File: config.mk
export PLATFORM = sky130hd
export DESIGN_NAME = marker_scan_ctrl
export DESIGN_NICKNAME = d
export VERILOG_FILES = /design/src/rtl/marker_pkg.sv /design/src/rtl/marker_run_tracker.sv /design/src/rtl/marker_scan_ctrl.sv
export SDC_FILE = /design/constraint.sdc
export NUM_CORES = 1
export LEC_CHECK = 0
export CORE_MARGIN = 2
export CORE_UTILIZATION = 45
export DETAILED_ROUTE_END_ITERATION = 10
export PLACE_DENSITY = 0.75
export SLEW_MARGIN = 0
export SYNTH_ARGS = -nofsm -noshare
export SYNTH_HDL_FRONTEND = slang
export SYNTH_SLANG_ARGS = --single-unit
export TNS_END_PERCENT = 1
File: constraint.sdc
create_clock -name clk_in -period 19 [get_ports clk_in]
set_clock_uncertainty 0.1 [all_clocks]
set_input_delay 1.9 -clock clk_in [delete_from_list [all_inputs] [get_ports clk_in]]
set_output_delay 1.9 -clock clk_in [all_outputs]
set_load 0.02 [all_outputs]
File: src/rtl/marker_pkg.sv
// Shared types and widths for the marker scan controller and its run tracker.
package marker_pkg;

  localparam int DEF_SCREEN_WIDTH  = 1024;
  localparam int DEF_SCREEN_HEIGHT = 768;
  localparam int DEF_MAX_WIDTH     = 150;

  localparam int X_W    = $clog2(DEF_SCREEN_WIDTH) + 1;
  localparam int Y_W    = $clog2(DEF_SCREEN_HEIGHT) + 1;
  localparam int WID_W  = $clog2(DEF_MAX_WIDTH) + 1;
  localparam int PROB_W = 11;

  localparam logic [PROB_W-1:0] PROB_MAX = 11'h7FF;

  typedef enum logic [1:0] {
    IDLE,
    SCAN,
    ROW_COMMIT,
    FRAME_COMMIT
  } scan_state_t;

  typedef struct packed {
    logic [X_W-1:0]    x;
    logic [Y_W-1:0]    y;
    logic [WID_W-1:0]  width;
    logic [PROB_W-1:0] prob;
  } cand_t;

  // Unsigned distance without wrap-around.
  function automatic logic [X_W-1:0] abs_diff(input logic [X_W-1:0] a,
                                              input logic [X_W-1:0] b);
    return (a >= b) ? (a - b) : (b - a);
  endfunction

endpackage

File: src/rtl/marker_run_tracker.sv
// Tracks one run of vertically consecutive, x-aligned row candidates and
// reports it as a frame candidate when it is closed.
module marker_run_tracker
  import marker_pkg::*;
#(
  parameter int SCREEN_HEIGHT = 768,
  parameter int MIN_ROWS      = 4
) (
  input  logic           clk_in,
  input  logic           rst_in,
  input  logic           open_cmd,
  input  logic           extend_cmd,
  input  logic           close_cmd,
  input  cand_t          row_cand,
  output logic           run_open,
  output logic [X_W-1:0] run_last_x,
  output cand_t          closed_cand,
  output logic           closed_accept
);

  logic [Y_W-1:0]    run_start;
  logic [Y_W-1:0]    run_end;
  logic [Y_W-1:0]    run_len;
  logic [X_W-1:0]    best_x;
  logic [WID_W-1:0]  best_w;
  logic [PROB_W-1:0] best_prob;
  logic [Y_W:0]      mid_sum;

  assign mid_sum = {1'b0, run_start} + {1'b0, run_end};

  always_comb begin
    closed_cand       = '0;
    closed_cand.x     = best_x;
    closed_cand.y     = Y_W'(mid_sum >> 1);
    closed_cand.width = best_w;
    closed_cand.prob  = best_prob;
    closed_accept     = close_cmd && run_open && (run_len >= Y_W'(MIN_ROWS));
  end

  // open wins over close so a close-then-reopen happens in one cycle
  always_ff @(posedge clk_in or posedge rst_in) begin
    if (rst_in) begin
      run_open   <= 1'b0;
      run_start  <= '0;
      run_end    <= '0;
      run_len    <= '0;
      run_last_x <= '0;
      best_x     <= '0;
      best_w     <= '0;
      best_prob  <= PROB_MAX;
    end else if (open_cmd) begin
      run_open   <= 1'b1;
      run_start  <= row_cand.y;
      run_end    <= row_cand.y;
      run_len    <= Y_W'(1);
      run_last_x <= row_cand.x;
      best_x     <= row_cand.x;
      best_w     <= row_cand.width;
      best_prob  <= row_cand.prob;
    end else if (extend_cmd) begin
      run_end    <= row_cand.y;
      run_last_x <= row_cand.x;
      if (run_len < Y_W'(SCREEN_HEIGHT)) run_len <= run_len + Y_W'(1);
      if (row_cand.prob < best_prob) begin
        best_x    <= row_cand.x;
        best_w    <= row_cand.width;
        best_prob <= row_cand.prob;
      end
    end else if (close_cmd) begin
      run_open  <= 1'b0;
      run_len   <= '0;
      best_prob <= PROB_MAX;
    end
  end

endmodule

File: src/rtl/marker_scan_ctrl.sv
// Sequences the per-row stripe detector over a frame and reports one marker
// per frame. Optional MARKER_HOLD_EN holds the last marker over up to 3 empty frames.
module marker_scan_ctrl
  import marker_pkg::*;
#(
  parameter int SCREEN_WIDTH  = DEF_SCREEN_WIDTH,
  parameter int SCREEN_HEIGHT = DEF_SCREEN_HEIGHT,
  parameter int MAX_WIDTH     = DEF_MAX_WIDTH,
  parameter int PROB_THRES    = 200,
  parameter int X_TOL         = 8,
  parameter int MIN_ROWS      = 4
) (
  input  logic                             clk_in,
  input  logic                             rst_in,
  input  logic [$clog2(SCREEN_WIDTH):0]    hcount_in,
  input  logic [$clog2(SCREEN_HEIGHT):0]   vcount_in,
  output logic                             det_rst_out,
  input  logic                             det_done_in,
  input  logic [$clog2(SCREEN_WIDTH):0]    det_coord_in,
  input  logic [$clog2(MAX_WIDTH):0]       det_width_in,
  input  logic [10:0]                      det_prob_in,
  output logic [$clog2(SCREEN_WIDTH):0]    marker_x_out,
  output logic [$clog2(SCREEN_HEIGHT):0]   marker_y_out,
  output logic [$clog2(MAX_WIDTH):0]       marker_width_out,
  output logic                             marker_found_out,
  output logic                             marker_valid_out
);

  localparam int VW = $clog2(SCREEN_HEIGHT) + 1;

  scan_state_t       state_q, state_d;
  logic [VW-1:0]     prev_vcount;
  logic              prev_done;
  logic              new_row, new_frame, done_rise;
  logic [Y_W-1:0]    commit_y;

  logic [X_W-1:0]    row_x;
  logic [WID_W-1:0]  row_w;
  logic [PROB_W-1:0] row_prob;
  logic              row_has;
  logic              cand_take;

  cand_t             frame_best, frame_next, row_cand, closed_cand;
  logic              frame_has, frame_has_next, take_run;

  logic              is_row, is_frame, row_ok, near;
  logic              open_cmd, extend_cmd, close_cmd;
  logic              run_open, closed_accept;
  logic [X_W-1:0]    run_last_x;

  // Column position is not needed for sequencing; kept on the port for the detector bus.
  logic unused_hcount;
  assign unused_hcount = ^hcount_in;

  assign new_row   = (vcount_in != prev_vcount);
  assign new_frame = (vcount_in < prev_vcount);
  assign done_rise = det_done_in & ~prev_done;
  assign cand_take = (state_q == SCAN) && done_rise &&
                     (det_prob_in < PROB_W'(PROB_THRES)) && (det_prob_in < row_prob);

  always_comb begin
    state_d = state_q;
    case (state_q)
      IDLE:         if (new_frame) state_d = SCAN;
      SCAN: begin
        if (new_frame)    state_d = FRAME_COMMIT;
        else if (new_row) state_d = ROW_COMMIT;
      end
      ROW_COMMIT:   state_d = SCAN;
      FRAME_COMMIT: state_d = SCAN;
      default:      state_d = IDLE;
    endcase
  end

  always_ff @(posedge clk_in or posedge rst_in) begin
    if (rst_in) begin
      state_q     <= IDLE;
      prev_vcount <= '0;
      prev_done   <= 1'b0;
      det_rst_out <= 1'b1;
      commit_y    <= '0;
    end else begin
      state_q     <= state_d;
      prev_vcount <= vcount_in;
      prev_done   <= det_done_in;
      det_rst_out <= new_row | (state_d == IDLE) | (vcount_in >= VW'(SCREEN_HEIGHT));
      // prev_vcount has already moved on by the commit cycle, so keep the closing row
      if (new_row) commit_y <= prev_vcount;
    end
  end

  always_ff @(posedge clk_in or posedge rst_in) begin
    if (rst_in) begin
      row_x    <= '0;
      row_w    <= '0;
      row_prob <= PROB_MAX;
      row_has  <= 1'b0;
    end else if (state_q != SCAN) begin
      row_x    <= '0;
      row_w    <= '0;
      row_prob <= PROB_MAX;
      row_has  <= 1'b0;
    end else if (cand_take) begin
      row_x    <= det_coord_in;
      row_w    <= det_width_in;
      row_prob <= det_prob_in;
      row_has  <= 1'b1;
    end
  end

  always_comb begin
    is_row         = (state_q == ROW_COMMIT);
    is_frame       = (state_q == FRAME_COMMIT);
    row_ok         = row_has && (commit_y < Y_W'(SCREEN_HEIGHT));
    near           = abs_diff(row_x, run_last_x) <= X_W'(X_TOL);
    extend_cmd     = is_row && row_ok && run_open && near;
    open_cmd       = is_row && row_ok && !(run_open && near);
    close_cmd      = is_frame || (is_row && !extend_cmd);
    row_cand       = '0;
    row_cand.x     = row_x;
    row_cand.y     = commit_y;
    row_cand.width = row_w;
    row_cand.prob  = row_prob;
    take_run       = closed_accept && (closed_cand.prob < frame_best.prob);
    frame_next     = take_run ? closed_cand : frame_best;
    frame_has_next = frame_has | take_run;
  end

  marker_run_tracker #(
    .SCREEN_HEIGHT(SCREEN_HEIGHT),
    .MIN_ROWS     (MIN_ROWS)
  ) u_run (
    .clk_in       (clk_in),
    .rst_in       (rst_in),
    .open_cmd     (open_cmd),
    .extend_cmd   (extend_cmd),
    .close_cmd    (close_cmd),
    .row_cand     (row_cand),
    .run_open     (run_open),
    .run_last_x   (run_last_x),
    .closed_cand  (closed_cand),
    .closed_accept(closed_accept)
  );

  always_ff @(posedge clk_in or posedge rst_in) begin
    if (rst_in) begin
      frame_best      <= '0;
      frame_best.prob <= PROB_MAX;
      frame_has       <= 1'b0;
    end else if (is_row) begin
      frame_best <= frame_next;
      frame_has  <= frame_has_next;
    end else if (is_frame) begin
      frame_best      <= '0;
      frame_best.prob <= PROB_MAX;
      frame_has       <= 1'b0;
    end
  end

`ifdef MARKER_HOLD_EN
  logic [1:0] hold_cnt;
`endif

  always_ff @(posedge clk_in or posedge rst_in) begin
    if (rst_in) begin
      marker_x_out     <= '0;
      marker_y_out     <= '0;
      marker_width_out <= '0;
      marker_found_out <= 1'b0;
      marker_valid_out <= 1'b0;
`ifdef MARKER_HOLD_EN
      hold_cnt         <= '0;
`endif
    end else begin
      marker_valid_out <= is_frame;
      if (is_frame) begin
        if (frame_has_next) begin
          marker_x_out     <= frame_next.x;
          marker_y_out     <= frame_next.y;
          marker_width_out <= frame_next.width;
          marker_found_out <= 1'b1;
`ifdef MARKER_HOLD_EN
          hold_cnt         <= '0;
`endif
        end else begin
`ifdef MARKER_HOLD_EN
          if (marker_found_out && (hold_cnt != 2'd3)) begin
            hold_cnt <= hold_cnt + 2'd1;
          end else begin
            marker_x_out     <= '0;
            marker_y_out     <= '0;
            marker_width_out <= '0;
            marker_found_out <= 1'b0;
          end
`else
          marker_x_out     <= '0;
          marker_y_out     <= '0;
          marker_width_out <= '0;
          marker_found_out <= 1'b0;
`endif
        end
      end
    end
  end

endmodule
==> key figures, run 1 <==
Worst setup path
  – Crit path kind: reg2reg
  – Critical Path AT: 5270 ps
  – Setup crit end kind: flop
  – CP max FO: 36
  – Slowest stage delay, CP: 710 ps
  – Worst path cell trace: inv_1, ha_1, inv_1, or4_4, and3_1, and3_4, a2111oi_4, o31a_2, or4b_1, buf_4, o31ai_4, mux2i_1
  – Data required time of the critical path: 19320 ps
  – CP most frequent cell: inv_1
  – Type of origin of the critical path: flop
  – CP max stage cell: o31ai_4

Final layout
  – Top reg by flops: frame_best
  – Max reg flops: 42
  – Area taken by flip-flops and latches: 5298 sq um
  – Diode count: 0
  – Layout cells sized above 1: 14.02%
  – Multi-input logic area: 5574 sq um
  – Area delta synth->final: 15.28%
  – Final non-filler cell total: 1578
  – Post-layout net count: 1362
  – Number of fill cells: 2171

Logic synthesis
  – Syn Area/Cell: 9.678 sq um
  – Synth area leader: dfrtp_1
  – Count leader, synth: dfrtp_1
  – Synth top area share: 38.24%
  – Post-synth EDFFs: 0
  – Commonest cells in the netlist: dfrtp_1 (176), nand2_1 (146), inv_1 (91)
  – Synth warnings: 0
  – Mapped Cells: 1190
  – Mapped Nets: 1320
  – Sequential area share after synthesis: 46.00%
  – Top cells by area, synth: dfrtp_1 (38%), ha_1 (7.9%), dfstp_2 (7.8%), nand2_1 (4.8%), nand3_1 (3.2%)
  – Yosys reg bits: 210
  – Asr flop ratio synth: 100.0%
  – Synth cell types: 77
  – Synth Cell Area: 11520 sq um
  – Post-synth top flop: dfrtp_1

Power and ir drop
  – Sw power: 0.0002223 W
  – Peak supply drop: 79.92 uV
  – Combinational share of power: 6.8%
  – Internal: 0.0007493 W
  – Pwr/cell area: 73.18 nW/um^2
  – Net Sw Frac: 22.88%
  – Leakage power: 6.323 nW
  – Clock Power Share: 45.8%
  – Seq pwr share: 47.5%

Detailed routing
  – ANT nets after route: 0
  – Vias: 9154
  – 1st-iter DRT viols: 714
  – Routed length per instance: 18.00 microns
  – Vias per Instance: 5.801
  – DRC: 0
  – Drt first pass iters: 6
  – Final WL: 28400 microns

Timing
  – Tmin final: 4951 ps
  – Final setup vio count: 0
  – Final WS setup: 14050 ps
  – Slew HR: 22.91%
  – Final Cycle Share: 26.06%
  – RSZ-0062 raised after global routing: no
  – Hold Fails Final Rpt: 0
  – Worst slew pin tran: 1156 ps
  – FMAX: 202.0 MHz
  – Slew Limit Fails: 0
  – Total negative setup slack: 0 ps

CTS
  – Clk sinks: 210
  – Worst skew pair latency: 500 ps
  – CTS tree: yes
  – Root Buffer: clkbuf_16
  – H-tree lvl count: 1
  – CTS resizes: 0
  – Clock Path Buffers: 3
  – Post-CTS Setup Inserts: 0
  – CTS clk-pin slew, worst paths: 60 ps
  – CTS Hold Buffers Added: 0
  – Cts bufs inserted: 23

Place
  – Worst slack at placement: 13890 ps
  – Gpl congestion: 0.8220
  – Post-DP HPWL: 18420 microns
  – I/O Buffers: 78
  – Placed insts: 1537

Die
  – Starting density of the core: 45.74%
  – Rows: 58
  – Horiz. Die Dim: 164.0 microns
  – Die area: 26890 sq um
  – Top Ports: 90
  – Core area: 25180 sq um
  – DIE HEIGHT: 164.0 microns

Job
  – Maxcap violations: 0

GRT
  – GRT met3 Usage: 3.308%
  – Initial antenna violation count: 1
  – Met2 usage: 35.52%
  – Global Route met1 Usage: 28.49%
  – First-pass GRT wire length: 46410 microns
  – Largest net degree at the start of global routing: 130
  – GRT busiest layer: met2
  – Total gr overflow: 0
  – GRT Total Usage: 21.28%
  – Vias in the first global route: 9013

Min path
  – Hold Path Class: reg2reg

Outcome
  – Status: finished clean
-- final timing paths --
path                                          start                              to  slack (ps)  cells past startpoint
setup / recovery               row_x[6]$_DFFE_PP0P_  u_run.best_prob[7]$_DFFE_PP1P_       14050                     12
hold / removal             commit_y[10]$_DFFE_PP0N_        commit_y[10]$_DFFE_PP0N_         380                      2
setup reg to reg               row_x[6]$_DFFE_PP0P_  u_run.best_prob[7]$_DFFE_PP1P_       14050                     12
hold reg to reg            commit_y[10]$_DFFE_PP0N_        commit_y[10]$_DFFE_PP0N_         380                      2
max in group asynchronous                    rst_in    u_run.run_end[5]$_DFFE_PP0P_       15350                      3
min in group asynchronous                    rst_in        prev_vcount[4]$_DFF_PP0_        1890                      2
-- power by group through the flow --
stage	Sequential, W	Clock [W]	Combinational, W
2_1_floorplan	0.000469	0	0.0000396
3_3_place_gp	0.000469	0	0.0000643
3_5_place_dp	0.000470	0	0.0000656
4_1_cts	0.000462	0.000453	0.0000661
5_1_grt	0.000462	0.000470	0.0000731
6_report	0.000461	0.000445	0.0000656
-- stage by stage --
step,util [%],hold slack (ps),area (sq um),total power [W]
after global placement,49.73,364.8,12520,0.0005334
final,52.73,380.2,13280,0.0009716
after detailed placement,49.73,370.3,12520,0.0005351
after floorplan,-,341.2,11520,0.0005086
after CTS,52.73,384.4,13280,0.0009809
after global routing,52.73,421.1,13280,0.001005
-- logic make-up (layout without fill, tap and decap cells) --
logic type               count (synthesis)  in the layout  synth area share [%]
AO/OA/AOI/OAI                          317            317                 19.40
XOR/XNOR                                11             11                0.8365
adder cells (fa/ha/maj)                 74             74                 8.104
buffers and inverters                  167            225                 5.910
flip-flops                             210            210                 46.00
multiplexers                            57             57                 5.302
AND/OR/NAND/NOR                        354            354                 14.45
-- worst max-delay path, delay by kind of cell, from the launching register on --
kind | cells | cell delay (ps)
AND/OR/NAND/NOR | 4 | 1630
AO/OA/AOI/OAI | 3 | 1360
flip-flops | 1 | 440
adder cells (fa/ha/maj) | 1 | 510
buffers and inverters | 3 | 500
multiplexers | 1 | 280
-- area by class of cell --
class                           instances  share of cell area (%)
Tap cell                              330                   3.110
Multi-Input combinational cell        813                   41.98
Inverter                               92                   2.657
Sequential cell                       210                   39.90
Timing Repair Buffer                   92                   6.672
Clock inverter                         10                  0.8198
Clock buffer                           31                   4.862
-- cell usage in the layout, fill, tap and decap left out, types with 25 or more instances in the layout --
cell type,netlist,routed
dfrtp_1,176,176
nand2_1,146,145
inv_1,91,89
clkdlybuf4s50_1,0,78
nand3_1,73,73
ha_1,73,73
o21ai_0,71,71
a21oi_1,51,49
nor2_1,45,45
a31o_2,35,35
dfstp_2,34,34
mux2_2,32,32
o211ai_1,27,27
mux2i_1,25,25
-- routing by layer --
metal	wire, microns	share of wire, %	vias up
met5	13	0.046	-
met4	715	2.5	2
met3	1664	5.9	48
met2	13650	48	272
met1	12360	44	4509
li1	-	-	4323
Power figures use the tool's default switching activity.
==> inputs of run 2 (changes only) <==
--- a/config.mk
+++ b/config.mk
@@ -8,7 +8,7 @@
 export CORE_MARGIN = 2
 export CORE_UTILIZATION = 45
 export DETAILED_ROUTE_END_ITERATION = 10
-export PLACE_DENSITY = 0.75
+export PLACE_DENSITY = 0.78
 export SLEW_MARGIN = 0
 export SYNTH_ARGS = -nofsm -noshare
 export SYNTH_HDL_FRONTEND = slang
==> constraint.sdc (replaced) <==
create_clock -name clk_in -period 4.3 [get_ports clk_in]
set_clock_uncertainty 0.1 [all_clocks]
set_input_delay 0.43 -clock clk_in [delete_from_list [all_inputs] [get_ports clk_in]]
set_output_delay 0.43 -clock clk_in [all_outputs]
set_load 0.02 [all_outputs]
==> run 2 against run 1 <==
Sequential share of layout area down 1.1 points. Worst setup slack worse by 14000 ps. Count of clock-buffer cells in the layout unchanged. Utilization up 1.5 points. Clock power rose to 4.5 times the previous value. First-iteration DRC count down 20%. Sequential power rose to 4.4 times the previous value. Via count up 1.4%. Global-route usage up 0.78 points.
==> key figures, run 2 (same netlist as run 1, synthesis figures left out) <==
Final layout
  – Final non-filler cell total: 1611
  – Commonest non-fill, non-tap cells in the layout: dfrtp_1 (175), nand2_1 (145), inv_1 (89)
  – Most common cell after layout, fill and taps aside: dfrtp_1
  – Post-layout net count: 1394
  – Layout cells sized above 1: 16.94%
  – Max reg flops: 42
  – Top reg by flops: frame_best
  – Diode count: 0
  – Cell area after layout: 13650 sq um
  – Area delta synth->final: 18.55%

Worst setup path
  – Data required time of the critical path: 4650 ps
  – Setup crit end kind: flop
  – Critical Path AT: 4440 ps
  – Reg-to-reg slack, setup: 210 ps
  – Reg2Reg Depth: 14
  – Worst r2r dst: u_run.best_prob[7]$_DFFE_PP1P_
  – Crit path kind: reg2reg
  – Worst Setup EP: u_run.best_prob[7]$_DFFE_PP1P_
  – Origin of the critical flop-to-flop path: row_x[1]$_DFFE_PP0P_
  – CP startpoint: row_x[1]$_DFFE_PP0P_
  – Type of origin of the critical path: flop
  – CP max FO: 16

Place
  – Gpl congestion: 0.8907
  – I/O Buffers: 78
  – Post-DP Area: 12830 sq um
  – Post-DP HPWL: 19510 microns
  – Placed insts: 1568

CTS
  – CTS clk-pin slew, worst paths: 60 ps
  – H-tree lvl count: 1
  – CTS tree: yes
  – Cts bufs inserted: 24
  – Root Buffer: clkbuf_16
  – Post-CTS Setup Inserts: 0
  – Clk sinks: 210
  – Worst skew pair latency: 540 ps
  – Clock Path Buffers: 3

Detailed routing
  – ANT nets after route: 0
  – Final WL: 28860 microns
  – DRC: 0
  – Drt first pass iters: 5
  – 1st-iter DRT viols: 570
  – Vias per Instance: 5.762
  – Vias: 9282
  – Routed length per instance: 17.91 microns

Outcome
  – Status: finished clean

Min path
  – Hold Path Class: in2reg

Power and ir drop
  – Pwr/cell area: 317.6 nW/um^2
  – Peak supply drop: 309.0 uV
  – Leakage power: 6.523 nW
  – Tot Pwr: 0.004337 W

Timing
  – Worst slew pin tran: 1152 ps
  – Final Cycle Share: 95.07%
  – Final setup vio count: 0
  – RSZ-0062 raised after global routing: no
  – Hold_ws: 261.2 ps
  – Slew HR: 23.17%
  – Total negative setup slack: 0 ps
  – Hold Fails Final Rpt: 0
  – FMAX: 244.6 MHz
  – Slew Limit Fails: 0
  – Tmin final: 4088 ps

GRT
  – Total gr overflow: 0
  – Vias in the first global route: 9307
  – GRT Total Usage: 22.06%
  – First-pass GRT wire length: 47810 microns
  – Largest net degree at the start of global routing: 72
  – Initial antenna violation count: 0

Job
  – Maxcap violations: 0

Die
  – Rows: 58
  – Core area: 25180 sq um
  – Starting density of the core: 45.74%
  – DIE HEIGHT: 164.0 microns
  – Die area: 26890 sq um
  – Top Ports: 90
  – Horiz. Die Dim: 164.0 microns
==> run 2: cell types whose count changed in the layout (fill, tap and decap cells not counted), sizes merged <==
cell / previous run / this run
clkinv: 6 / 10
clkinvlp: 2 / 3
buf: 14 / 45
inv: 92 / 90
bufinv: 2 / 1
==> run 2: what timing repair did <==
action | in CTS | in global routing
resized for setup | 2 | 11
endpoints found under the setup margin | 1 | 58
hold buffers | 0 | 0
==> run 2: per-layer routing <==
layer | track usage, % | vias to the layer above | wire length (microns)
met2 | 37.36 | 233 | 13860
met4 | 8.054 | 0 | 1134
met1 | 28.76 | 4590 | 12420
met3 | 3.283 | 64 | 1450
met5 | 0 | - | 0
li1 | - | 4395 | -
==> run 2: critical path: stages (launching register included) <==
cell	delay, ps
dfrtp_1	340
inv_1	50
ha_1	290
nor2b_1	170
o31ai_2	490
buf_4	210
a21boi_0	140
a221oi_1	310
or3_1	150
nand4_1	170
or4b_4	630
buf_4	240
o31ai_4	270
buf_12	190
mux2i_1	240
==> run 2: cell type report <==
cell class / count / area [sq um]
sequential: 210 / 5299
clock buffer: 31 / 656.9
clock inverter: 12 / 117.6
multi-input combinational: 813 / 5625
timing repair buffer: 123 / 1194
tap: 330 / 412.9
inverter: 92 / 349.1
fill: 2205 / 11530
==> run 2: worst min-delay path by stage <==
stage                                      start                           end  depth (start not counted)
finish                              vcount_in[0]      prev_vcount[0]$_DFF_PP0_                          1
global route                        vcount_in[0]      prev_vcount[0]$_DFF_PP0_                          1
CTS                                 vcount_in[0]      prev_vcount[0]$_DFF_PP0_                          1
detailed placement  u_run.run_end[6]$_DFFE_PP0P_  u_run.run_end[6]$_DFFE_PP0P_                          2
global placement        commit_y[10]$_DFFE_PP0N_      commit_y[10]$_DFFE_PP0N_                          2
floorplan               commit_y[10]$_DFFE_PP0N_      commit_y[10]$_DFFE_PP0N_                          2
==> run 2: power by group <==
| part | switching, W | total (W) | internal, W |
|---|---|---|---|
| clock | 0.000845 | 0.00199 | 0.00115 |
| sequential | 0.0000242 | 0.00204 | 0.00201 |
| combinational | 0.000172 | 0.000306 | 0.000134 |
==> run 2: per-stage QoR <==
stage,worst slack (ps),utilization [%]
6_report,211.8,54.22
5_1_grt,12.04,54.22
4_1_cts,11.51,54.05
3_5_place_dp,17.76,50.94
3_3_place_gp,104.9,50.94
2_1_floorplan,441.6,-
